$ cat src/rtl/int_level_sched_if.sv
// rtl/int_level_sched_if.sv - CPU/interrupt-control bundle for the level scheduler
//
// Purpose: groups the interrupt request, register write and level outputs
// of int_level_sched so the scheduler and its driver share one bundle.
// Ports (signals):
//   ION, IRQ, WPID, WPIE, WDATA, GIVEUP, PILKL : driven by master, read by scheduler
//   PIL, PVL, PID, PIE, INTRQ, NLVL, LCHG      : driven by scheduler
interface int_level_sched_if #(
    parameter int NLEV = 16
);
    localparam int LW = $clog2(NLEV);

    logic            ION;
    logic [NLEV-1:0] IRQ;
    logic            WPID;
    logic            WPIE;
    logic [NLEV-1:0] WDATA;
    logic            GIVEUP;
    logic            PILKL;
    logic [LW-1:0]   PIL;
    logic [LW-1:0]   PVL;
    logic [NLEV-1:0] PID;
    logic [NLEV-1:0] PIE;
    logic            INTRQ;
    logic [LW-1:0]   NLVL;
    logic            LCHG;

    modport master (
        output ION, IRQ, WPID, WPIE, WDATA, GIVEUP, PILKL,
        input  PIL, PVL, PID, PIE, INTRQ, NLVL, LCHG
    );

    modport slave (
        input  ION, IRQ, WPID, WPIE, WDATA, GIVEUP, PILKL,
        output PIL, PVL, PID, PIE, INTRQ, NLVL, LCHG
    );
endinterface

$ cat src/rtl/int_level_sched.sv
// rtl/int_level_sched.sv - priority interrupt level scheduler (PID/PIE, PIL sequencing)
//
// Purpose: holds the interrupt detect/enable registers, picks the highest
// enabled pending level and moves the current program level only on PILKL.
// Ports:
//   clk  : system clock
//   MCL  : master clear, synchronous active-high
//   bus  : int_level_sched_if.slave (requests, register writes, level outputs)
module int_level_sched #(
    parameter int NLEV = 16
) (
    input  logic               clk,
    input  logic               MCL,
    int_level_sched_if.slave   bus
);
    localparam int LW = $clog2(NLEV);

    typedef enum logic [1:0] {IDLE, PEND, EXIT} state_t;

    state_t          state_q, state_d;
    logic [NLEV-1:0] pid_q, pid_d;
    logic [NLEV-1:0] pie_q, pie_d;
    logic [LW-1:0]   pil_q, pil_d;
    logic [LW-1:0]   pvl_q, pvl_d;
    logic [LW-1:0]   nlvl_q, nlvl_d;
    logic            lchg_q, lchg_d;
    logic [LW-1:0]   tgt;
    logic            up;

    // Highest enabled pending level; later (higher) bits overwrite lower ones.
    always_comb begin
        tgt = '0;
        for (int i = 0; i < NLEV; i++) begin
            if (pid_q[i] && pie_q[i]) begin
                tgt = LW'(i);
            end
        end
    end

    assign up = (tgt > pil_q);

    // Write is the base, give-up clears the running level, requests win over both.
    always_comb begin
        pid_d = bus.WPID ? bus.WDATA : pid_q;
        if (bus.GIVEUP) begin
            pid_d[pil_q] = 1'b0;
        end
        pid_d = pid_d | bus.IRQ;
        pie_d = bus.WPIE ? bus.WDATA : pie_q;
    end

    always_comb begin
        state_d = state_q;
        nlvl_d  = nlvl_q;
        pil_d   = pil_q;
        pvl_d   = pvl_q;
        lchg_d  = 1'b0;
        case (state_q)
            IDLE: begin
                if (bus.GIVEUP) begin
                    state_d = EXIT;
                end else if (bus.ION && up) begin
                    state_d = PEND;
                    nlvl_d  = tgt;
                end
            end
            PEND: begin
                // Track preemption by a higher level until the switch happens.
                if (up) begin
                    nlvl_d = tgt;
                end
                if (bus.GIVEUP) begin
                    state_d = EXIT;
                end else if (!bus.ION || !up) begin
                    state_d = IDLE;
                end else if (bus.PILKL) begin
                    pvl_d   = pil_q;
                    pil_d   = nlvl_q;
                    lchg_d  = 1'b1;
                    state_d = IDLE;
                end
            end
            EXIT: begin
                // Leaving a level may drop to any level, including 0.
                nlvl_d = tgt;
                if (bus.PILKL) begin
                    pvl_d   = pil_q;
                    pil_d   = nlvl_q;
                    lchg_d  = 1'b1;
                    state_d = IDLE;
                end
            end
            default: state_d = IDLE;
        endcase
    end

    always_ff @(posedge clk) begin
        if (MCL) begin
            state_q <= IDLE;
            pid_q   <= '0;
            pie_q   <= '0;
            pil_q   <= '0;
            pvl_q   <= '0;
            nlvl_q  <= '0;
            lchg_q  <= 1'b0;
        end else begin
            state_q <= state_d;
            pid_q   <= pid_d;
            pie_q   <= pie_d;
            pil_q   <= pil_d;
            pvl_q   <= pvl_d;
            nlvl_q  <= nlvl_d;
            lchg_q  <= lchg_d;
        end
    end

    assign bus.PIL   = pil_q;
    assign bus.PVL   = pvl_q;
    assign bus.PID   = pid_q;
    assign bus.PIE   = pie_q;
    assign bus.NLVL  = nlvl_q;
    assign bus.LCHG  = lchg_q;
    assign bus.INTRQ = (state_q == PEND) || (state_q == EXIT);
endmodule

$ cat src/flat_wrapper.sv
// flat-port wrapper written by rule: the top's interface ports become plain ports
module int_level_sched_flat 
#(
    parameter int NLEV = 16
)
  (clk, MCL, bus_ION, bus_IRQ, bus_WPID, bus_WPIE, bus_WDATA, bus_GIVEUP, bus_PILKL, bus_PIL, bus_PVL, bus_PID, bus_PIE, bus_INTRQ, bus_NLVL, bus_LCHG);
  int_level_sched_if #(.NLEV(NLEV)) bus_i ();
  input  logic clk;
  input  logic MCL;
  input wire logic [$bits(bus_i.ION)-1:0] bus_ION;
  input wire logic [$bits(bus_i.IRQ)-1:0] bus_IRQ;
  input wire logic [$bits(bus_i.WPID)-1:0] bus_WPID;
  input wire logic [$bits(bus_i.WPIE)-1:0] bus_WPIE;
  input wire logic [$bits(bus_i.WDATA)-1:0] bus_WDATA;
  input wire logic [$bits(bus_i.GIVEUP)-1:0] bus_GIVEUP;
  input wire logic [$bits(bus_i.PILKL)-1:0] bus_PILKL;
  output wire logic [$bits(bus_i.PIL)-1:0] bus_PIL;
  output wire logic [$bits(bus_i.PVL)-1:0] bus_PVL;
  output wire logic [$bits(bus_i.PID)-1:0] bus_PID;
  output wire logic [$bits(bus_i.PIE)-1:0] bus_PIE;
  output wire logic [$bits(bus_i.INTRQ)-1:0] bus_INTRQ;
  output wire logic [$bits(bus_i.NLVL)-1:0] bus_NLVL;
  output wire logic [$bits(bus_i.LCHG)-1:0] bus_LCHG;
  assign bus_i.ION = bus_ION;
  assign bus_i.IRQ = bus_IRQ;
  assign bus_i.WPID = bus_WPID;
  assign bus_i.WPIE = bus_WPIE;
  assign bus_i.WDATA = bus_WDATA;
  assign bus_i.GIVEUP = bus_GIVEUP;
  assign bus_i.PILKL = bus_PILKL;
  assign bus_PIL = bus_i.PIL;
  assign bus_PVL = bus_i.PVL;
  assign bus_PID = bus_i.PID;
  assign bus_PIE = bus_i.PIE;
  assign bus_INTRQ = bus_i.INTRQ;
  assign bus_NLVL = bus_i.NLVL;
  assign bus_LCHG = bus_i.LCHG;
  int_level_sched #(.NLEV(NLEV)) u_core (.clk(clk), .MCL(MCL), .bus(bus_i));
endmodule
$ cat config.mk
export PLATFORM = sky130hd
export DESIGN_NAME = int_level_sched_flat
export DESIGN_NICKNAME = d
export VERILOG_FILES = /design/src/rtl/int_level_sched_if.sv /design/src/rtl/int_level_sched.sv /design/src/flat_wrapper.sv
export SDC_FILE = /design/constraint.sdc
export NUM_CORES = 1
export LEC_CHECK = 0
export ABC_AREA = 1
export CELL_PAD_IN_SITES_DETAIL_PLACEMENT = 1
export CELL_PAD_IN_SITES_GLOBAL_PLACEMENT = 2
export CORE_MARGIN = 5
export CORE_UTILIZATION = 24
export DETAILED_ROUTE_END_ITERATION = 7
export PLACE_DENSITY = 0.81
export SLEW_MARGIN = 20
export SYNTH_ARGS = -nofsm -noshare
export SYNTH_HDL_FRONTEND = slang
export SYNTH_SLANG_ARGS = --single-unit
$ cat constraint.sdc
create_clock -name clk -period 2.6 [get_ports clk]
set_input_delay 0.65 -clock clk [delete_from_list [all_inputs] [get_ports clk]]
set_output_delay 0.65 -clock clk [all_outputs]
set_load 0.05 [all_outputs]
Word level (Yosys, flattened, before mapping)
Cells that the tools add are included.
{"block": "word_totals", "ff_bits": 47, "latchBits": 0, "ramBits": 0, "rom_bits": 0, "in_bits": 39, "out_inout_bits": 46, "mem_count": 0}
{"block": "op_classes", "add_sub_neg": 0, "mul": 0, "n_div": 0, "order_cmp": 3, "n_eq_ne": 8, "shift": 0, "mux": 41, "bitwise_logic": 3, "n_reduce_logical": 26}
{"operator": "two-way mux 4 bit", "count": 17}
{"operator": "two-way mux 16 bit", "count": 2}
{"operator": "logical AND 1 bit", "count": 17}
{"operator": "bitwise AND 16 bit", "count": 1}
{"operator": "inverter 16 bit", "count": 1}
{"operator": "bitwise OR 16 bit", "count": 1}
{"operator": "case mux 4 bit (2 select lines)", "count": 2}
{"operator": "two-way mux 2 bit", "count": 7}
{"operator": "two-way mux 3 bit", "count": 4}
{"operator": "case mux 4 bit (3 select lines)", "count": 1}
{"operator": "!= test 2 bit, second input constant", "count": 3}
{"operator": "case mux 2 bit (3 select lines)", "count": 1}
{"operator": "< comparator 4 x 5 -> 1 bit, second input constant", "count": 1}
{"operator": "two-way mux 1 bit", "count": 5}
{"operator": "demux 1 bit (select 4 bit)", "count": 1}
{"operator": ">= comparator 4 x 1 -> 1 bit, second input constant", "count": 1}
{"operator": "greater-than comparator 4 bit", "count": 1}
{"operator": "!= test 2 x 1 -> 1 bit, second input constant", "count": 2}
{"operator": "AND reduction 4 bit", "count": 1}
{"operator": "!= test 3 x 2 -> 1 bit, second input constant", "count": 1}
{"operator": "AND reduction 3 bit", "count": 1}
{"operator": "nonzero test 3 bit", "count": 1}
{"operator": "== test 2 x 1 -> 1 bit, second input constant", "count": 1}
{"operator": "== test 2 bit, second input constant", "count": 1}
{"operator": "other kinds (5)", "count": 7}

Longest topological paths before layout
{"block": "depth", "word_depth": 22, "ltp_mapped": 29, "mapped_depth_nobuf": 29}

Least setup slack after synthesis
Ideal clock, no wire load.
{"block": "synth_path", "path_type": "reg2reg", "start": "reg u_core.pid_q[2], in the netlist u_core.bus.PID[2]", "end": "reg u_core.pvl_q[1], in the netlist u_core.bus.PVL[1]", "setup_time_ns": 0.120, "arrival_ns": 2.453, "required_ns": 2.480, "slack_ns": 0.026, "stages_incl_launch_ff": 27, "path_buffers": 0, "synth_period_minus_slack_ns": 2.574, "cell_sequence": "dfxtp_1 nand2_1 nand2_1 nand2_1 nand2_1 nand2_1 nand2_1 nand2_1 nand2_1 nand2_1 nand2_1 nand2_1 nand2_1 nand2_1 a21boi_1 ha_1 inv_1 a21oi_1 o21ai_1 o21ai_2 nor2_4 nand3_2 o21ai_2 nand2_4 clkinv_8 o21ai_2 a21oi_2"}
{"block": "synth_between", "elab_chain_cells": 20}
{"element": "start, declared", "line": "int_level_sched.sv:21", "source": "logic [NLEV-1:0] pid_q, pid_d;"}
{"element": "start signal, assigned", "line": "int_level_sched.sv:108", "source": "pid_q <= pid_d;"}
{"element": "logical AND 1 bit", "line": "int_level_sched.sv:34", "source": "if (pid_q[i] && pie_q[i]) begin"}
{"element": "two-way mux 2 bit (2 in a row)", "line": "int_level_sched.sv:34"}
{"element": "two-way mux 3 bit (4 in a row)", "line": "int_level_sched.sv:34"}
{"element": "two-way mux 4 bit (8 in a row)", "line": "int_level_sched.sv:34"}
{"element": "greater-than comparator 4 bit", "line": "int_level_sched.sv:40", "source": "assign up = (tgt > pil_q);"}
{"element": "zero test 1 bit", "line": "int_level_sched.sv:74", "source": "end else if (!bus.ION || !up) begin"}
{"element": "logical OR 1 bit", "line": "int_level_sched.sv:74"}
{"element": "!= test 2 bit (no line)"}
{"element": "AND reduction 3 bit (no line)"}
{"element": "end signal, assigned", "line": "int_level_sched.sv:111", "source": "pvl_q <= pvl_d;"}
{"element": "end, declared", "line": "int_level_sched.sv:24", "source": "logic [LW-1:0] pvl_q, pvl_d;"}
No other way between the ends.
A chain may end at the register's enable or synchronous reset.

Worst setup path in the final report
{"block": "layout_path", "start": "reg u_core.pie_q[1], in the netlist u_core.bus.PIE[1]", "end": "reg u_core.pvl_q[0], in the netlist u_core.bus.PVL[0]"}
{"block": "layout_between", "elab_chain_cells": 21}
{"element": "start, declared", "line": "int_level_sched.sv:22", "source": "logic [NLEV-1:0] pie_q, pie_d;"}
{"element": "start signal, assigned", "line": "int_level_sched.sv:109", "source": "pie_q <= pie_d;"}
{"element": "logical AND 1 bit", "line": "int_level_sched.sv:34"}
{"element": "two-way mux 1 bit", "line": "int_level_sched.sv:34"}
{"element": "two-way mux 2 bit (2 in a row)", "line": "int_level_sched.sv:34"}
{"element": "two-way mux 3 bit (4 in a row)", "line": "int_level_sched.sv:34"}
{"element": "two-way mux 4 bit (8 in a row)", "line": "int_level_sched.sv:34"}
{"element": "greater-than comparator 4 bit", "line": "int_level_sched.sv:40"}
{"element": "zero test 1 bit", "line": "int_level_sched.sv:74"}
{"element": "logical OR 1 bit", "line": "int_level_sched.sv:74"}
{"element": "!= test 2 bit (no line)"}
{"element": "AND reduction 3 bit (no line)"}
No other way between the ends.

==> impl_metrics.csv <==
group,metric,value,unit
routing,num_vias,2361,
synth,avgSynthCellArea,7.54,um2
floorplanning,io_pins,85,
floorplanning,initial_utilization,24.8,%
clock_tree,numClockSinks,47,
layout,fillers,1170,
sta,final.setup.worst_slack,0.174,ns
critical_path,worst_ep_arrival_time,2.62,ns
clock_tree,holdBufCountCts,0,
routing,drt_drc_violations_left,0,
placed_design,gpl_wtd_cong,0.755,
routing,wire_per_inst,15.8,um
placed_design,preCtsSetupSlack,0.140,ns
job,max_cap_viol_count,0,
clock_tree,clock_tree.htree_level_count,2,
sta,max_slew.worst_pin.slew,0.549,ns
synth,ys.warnings.count,0,
critical_path,crit_slowest_cell,"sky130_fd_sc_hd__dfxtp_2",
sta,hold_ws,0.537,ns
sta,grt_setup_unrepaired,"yes",
critical_path,cp_top_family,"simple AND/OR/NAND/NOR gates",
synth,synthesis.instances,307,
critical_path,critPathMaxStageDelay,0.34,ns
layout,number_of_diodes_added_for_antenna_fixing,0,
critical_path,worst-path-buf-inv,3,
synth,ys_top_cells_by_area,"sky130_fd_sc_hd__dfxtp_1 41%, sky130_fd_sc_hd__nand2_1 9.1%, sky130_fd_sc_hd__mux2_1 7.8%",
synth,synth_top_area_cell,"sky130_fd_sc_hd__dfxtp_1",
synth,synth.net_count,354,
synth,primary_ff_master_synth,"sky130_fd_sc_hd__dfxtp_1",
synth,async_flop_share,0,%
synth,synth_most_common_cell,"sky130_fd_sc_hd__nand2_1",
synth,synth-edff-count,0,
grt,met1_usage,17.4,%
grt,initial_antenna_violation_count,0,
critical_path,startpoint_type,"flop",
grt,grt_pass1_wl,12800,um
grt,grt_busiest_layer,"met2",
sta,timing.final.setup_violations,0,
grt,grt_start_max_net_pins,28,
critical_path,cp.required,2.79,ns
grt,first_global_vias,2531,
floorplanning,fp.coreArea,9330,um2
clock_tree,worst_setup_hold_path_clk_slew,0.10,ns
pwr,static-leakage-power,0.00149,uW
pwr,worst_ir_drop_vdd,0.295,mV
sta,timing.max_slew.rel_slack,63.3,%
sta,timing.clock.skew,0.0122,ns
grt,gr-total-overflow,0,
placed_design,buffer_ports.inserted,84,
routing,dr.pass1.iters,4,
layout,layout-area-overhead-vs-synth,51.5,%
synth,synth.cell_area,2310,um2
synth,share_of_the_synthesized_area_in_the_top_cell_type,40.7,%
placed_design,dp_hpwl,6450,um
synth,yosysUniqueCellTypes,24,
floorplanning,full_die_area,11700,um2
synth,yosys_register_bits,47,
hold_path,hp-class,"reg2reg",
floorplanning,fp.dieH,108,um
routing,vias_per_cell,4.46,
routing,ant_nets,0,
synth,synth_seq_area_share,40.7,%
sta,tns,0,ns
critical_path,critical_path_fanouts_max,8,
routing,finalWirelength,8350,um
floorplanning,dieWidth,108,um
sta,finalCriticalPeriod,2.43,ns
pwr,power_per_cell_area,618,nW/um2
synth,synth_top_cells_by_count,"56 x sky130_fd_sc_hd__nand2_1, 47 x sky130_fd_sc_hd__dfxtp_1, 43 x sky130_fd_sc_hd__nor2_1",
pwr,p_total,2170,uW
sta,layout_worst_path_cycle_share,93.3,%
layout,drive_gt1_share,13.0,%
clock_tree,buffers_from_clock_root_to_sink_at_most,2,
sta,timing_max_transition_violations_final,0,
layout,nNetsFinal,447,
outcome,outcome,"finished, final reports clean",
critical_path,setup.worst_path.class,"reg2reg",
routing,first_iter_violations,64,
sta,maxClockFrequency,412,MHz
clock_tree,cts-root-buf,"sky130_fd_sc_hd__clkbuf_8",
critical_path,crit_path_frequent_cell,"sky130_fd_sc_hd__nand2_1",
grt,gr-usage-met2,25.0,%
grt,groute.usage.overall,14.2,%
clock_tree,tritoncts,"built",
clock_tree,tritoncts.num_buffers,5,
critical_path,end_kind,"flop",
clock_tree,clk-insertion-delay-late,0.31,ns
grt,met3_demand_to_capacity_share_in_global_routing,3.16,%
floorplanning,row_count,35,
sta,timing_hold_violations_final,0,
==> worst register-to-register path: cells and delay by family, from the launching register on <==
family          cells  cell delay, ns
buf+inv             3            0.17
compound gates      7            0.66
flops               1            0.34
fa+ha+maj           1            0.18
simple gates       16            0.96
==> metal layers <==
metal,share of wire (%),vias to the layer above
li1,-,1183
met1,45,1124
met2,50,47
met3,4.6,7
met4,1.0,0
met5,0,-
==> stage by stage <==
| step | instance area (um2) | cells | utilization (%) |
|---|---|---|---|
| final | 3510 | 529 | 37.6 |
| after global routing | 3510 | 529 | 37.6 |
| after CTS | 3390 | 523 | 36.4 |
| after detailed placement | 3310 | 516 | 35.5 |
| after global placement | 3310 | 516 | 35.5 |
| after floorplan | 2310 | 307 | - |
==> layout by cell type, fill, tap and decap left out <==
master and count:
sky130_fd_sc_hd__a21boi_2 1, sky130_fd_sc_hd__a21oi_1 24, sky130_fd_sc_hd__a21oi_2 6, sky130_fd_sc_hd__a31oi_1 3, sky130_fd_sc_hd__buf_4 10, sky130_fd_sc_hd__clkbuf_8 5
sky130_fd_sc_hd__clkdlybuf4s50_1 83, sky130_fd_sc_hd__clkinv_2 1, sky130_fd_sc_hd__clkinv_4 1, sky130_fd_sc_hd__clkinv_8 1, sky130_fd_sc_hd__dfxtp_1 43, sky130_fd_sc_hd__dfxtp_2 4
sky130_fd_sc_hd__ha_1 7, sky130_fd_sc_hd__ha_2 1, sky130_fd_sc_hd__inv_1 26, sky130_fd_sc_hd__inv_2 5, sky130_fd_sc_hd__inv_4 2, sky130_fd_sc_hd__mux2_1 16
sky130_fd_sc_hd__nand2_1 53, sky130_fd_sc_hd__nand2_2 4, sky130_fd_sc_hd__nand2_4 1, sky130_fd_sc_hd__nand3_1 8, sky130_fd_sc_hd__nand3_4 2, sky130_fd_sc_hd__nor2_1 43
sky130_fd_sc_hd__nor2_4 1, sky130_fd_sc_hd__o21ai_0 21, sky130_fd_sc_hd__o21ai_1 20, sky130_fd_sc_hd__o21ai_2 4, sky130_fd_sc_hd__o21ai_4 3, sky130_fd_sc_hd__o21bai_1 1
==> final timing paths <==
path | startpoint | to | slack, ns | cells past startpoint
setup / recovery | u_core.bus.PIE[1]$_SDFFE_PP0P_ | u_core.bus.PVL[0]$_SDFFE_PP0P_ | 0.17 | 27
hold / removal | u_core.bus.PIE[7]$_SDFFE_PP0P_ | u_core.bus.PIE[7]$_SDFFE_PP0P_ | 0.54 | 2
setup reg to reg | u_core.bus.PIE[1]$_SDFFE_PP0P_ | u_core.bus.PVL[0]$_SDFFE_PP0P_ | 0.17 | 27
hold reg to reg | u_core.bus.PIE[7]$_SDFFE_PP0P_ | u_core.bus.PIE[7]$_SDFFE_PP0P_ | 0.54 | 2
==> where the power goes <==
group          total [uW]  switching, uW  internal (uW)
Sequential            858           67.2            791
Clock                 452            267            185
Combinational         855            538            317
Total                2170            872           1290
==> registers in the layout (all words and copies together), names as in the netlist <==
name	count
u_core.bus.PID	16
u_core.bus.PIE	16
u_core.bus.NLVL	4
u_core.bus.PIL	4
u_core.bus.PVL	4
u_core.state_q	2
u_core.bus.LCHG	1
==> what timing repair did <==
action / 4_1_cts / 5_1_grt
resized for setup: 0 / 19
setup buffers: 0 / 5
endpoints found under the setup margin: 0 / 14
==> area by class of cell <==
cell class | instances | area (um2) | area share [%]
multi-input combinational | 219 | 1260 | 36.1
sequential | 47 | 946 | 27.0
timing repair buffer | 93 | 906 | 25.8
tap | 129 | 161 | 4.60
inverter | 34 | 145 | 4.14
clock buffer | 5 | 68.8 | 1.96
clock inverter | 2 | 13.8 | 0.393
==> cells by family (layout without fill, tap and decap cells) <==
kind of cell,after synthesis,in the layout,synth area share (%)
and+or+nand+nor,111,112,19.6
buffers and inverters,42,134,7.63
AOI/OAI and AO/OA,83,83,20.0
adders and majority gates,8,8,4.33
DFF,47,47,40.7
muxes,16,16,7.79
(Power assumes the default switching activity.)
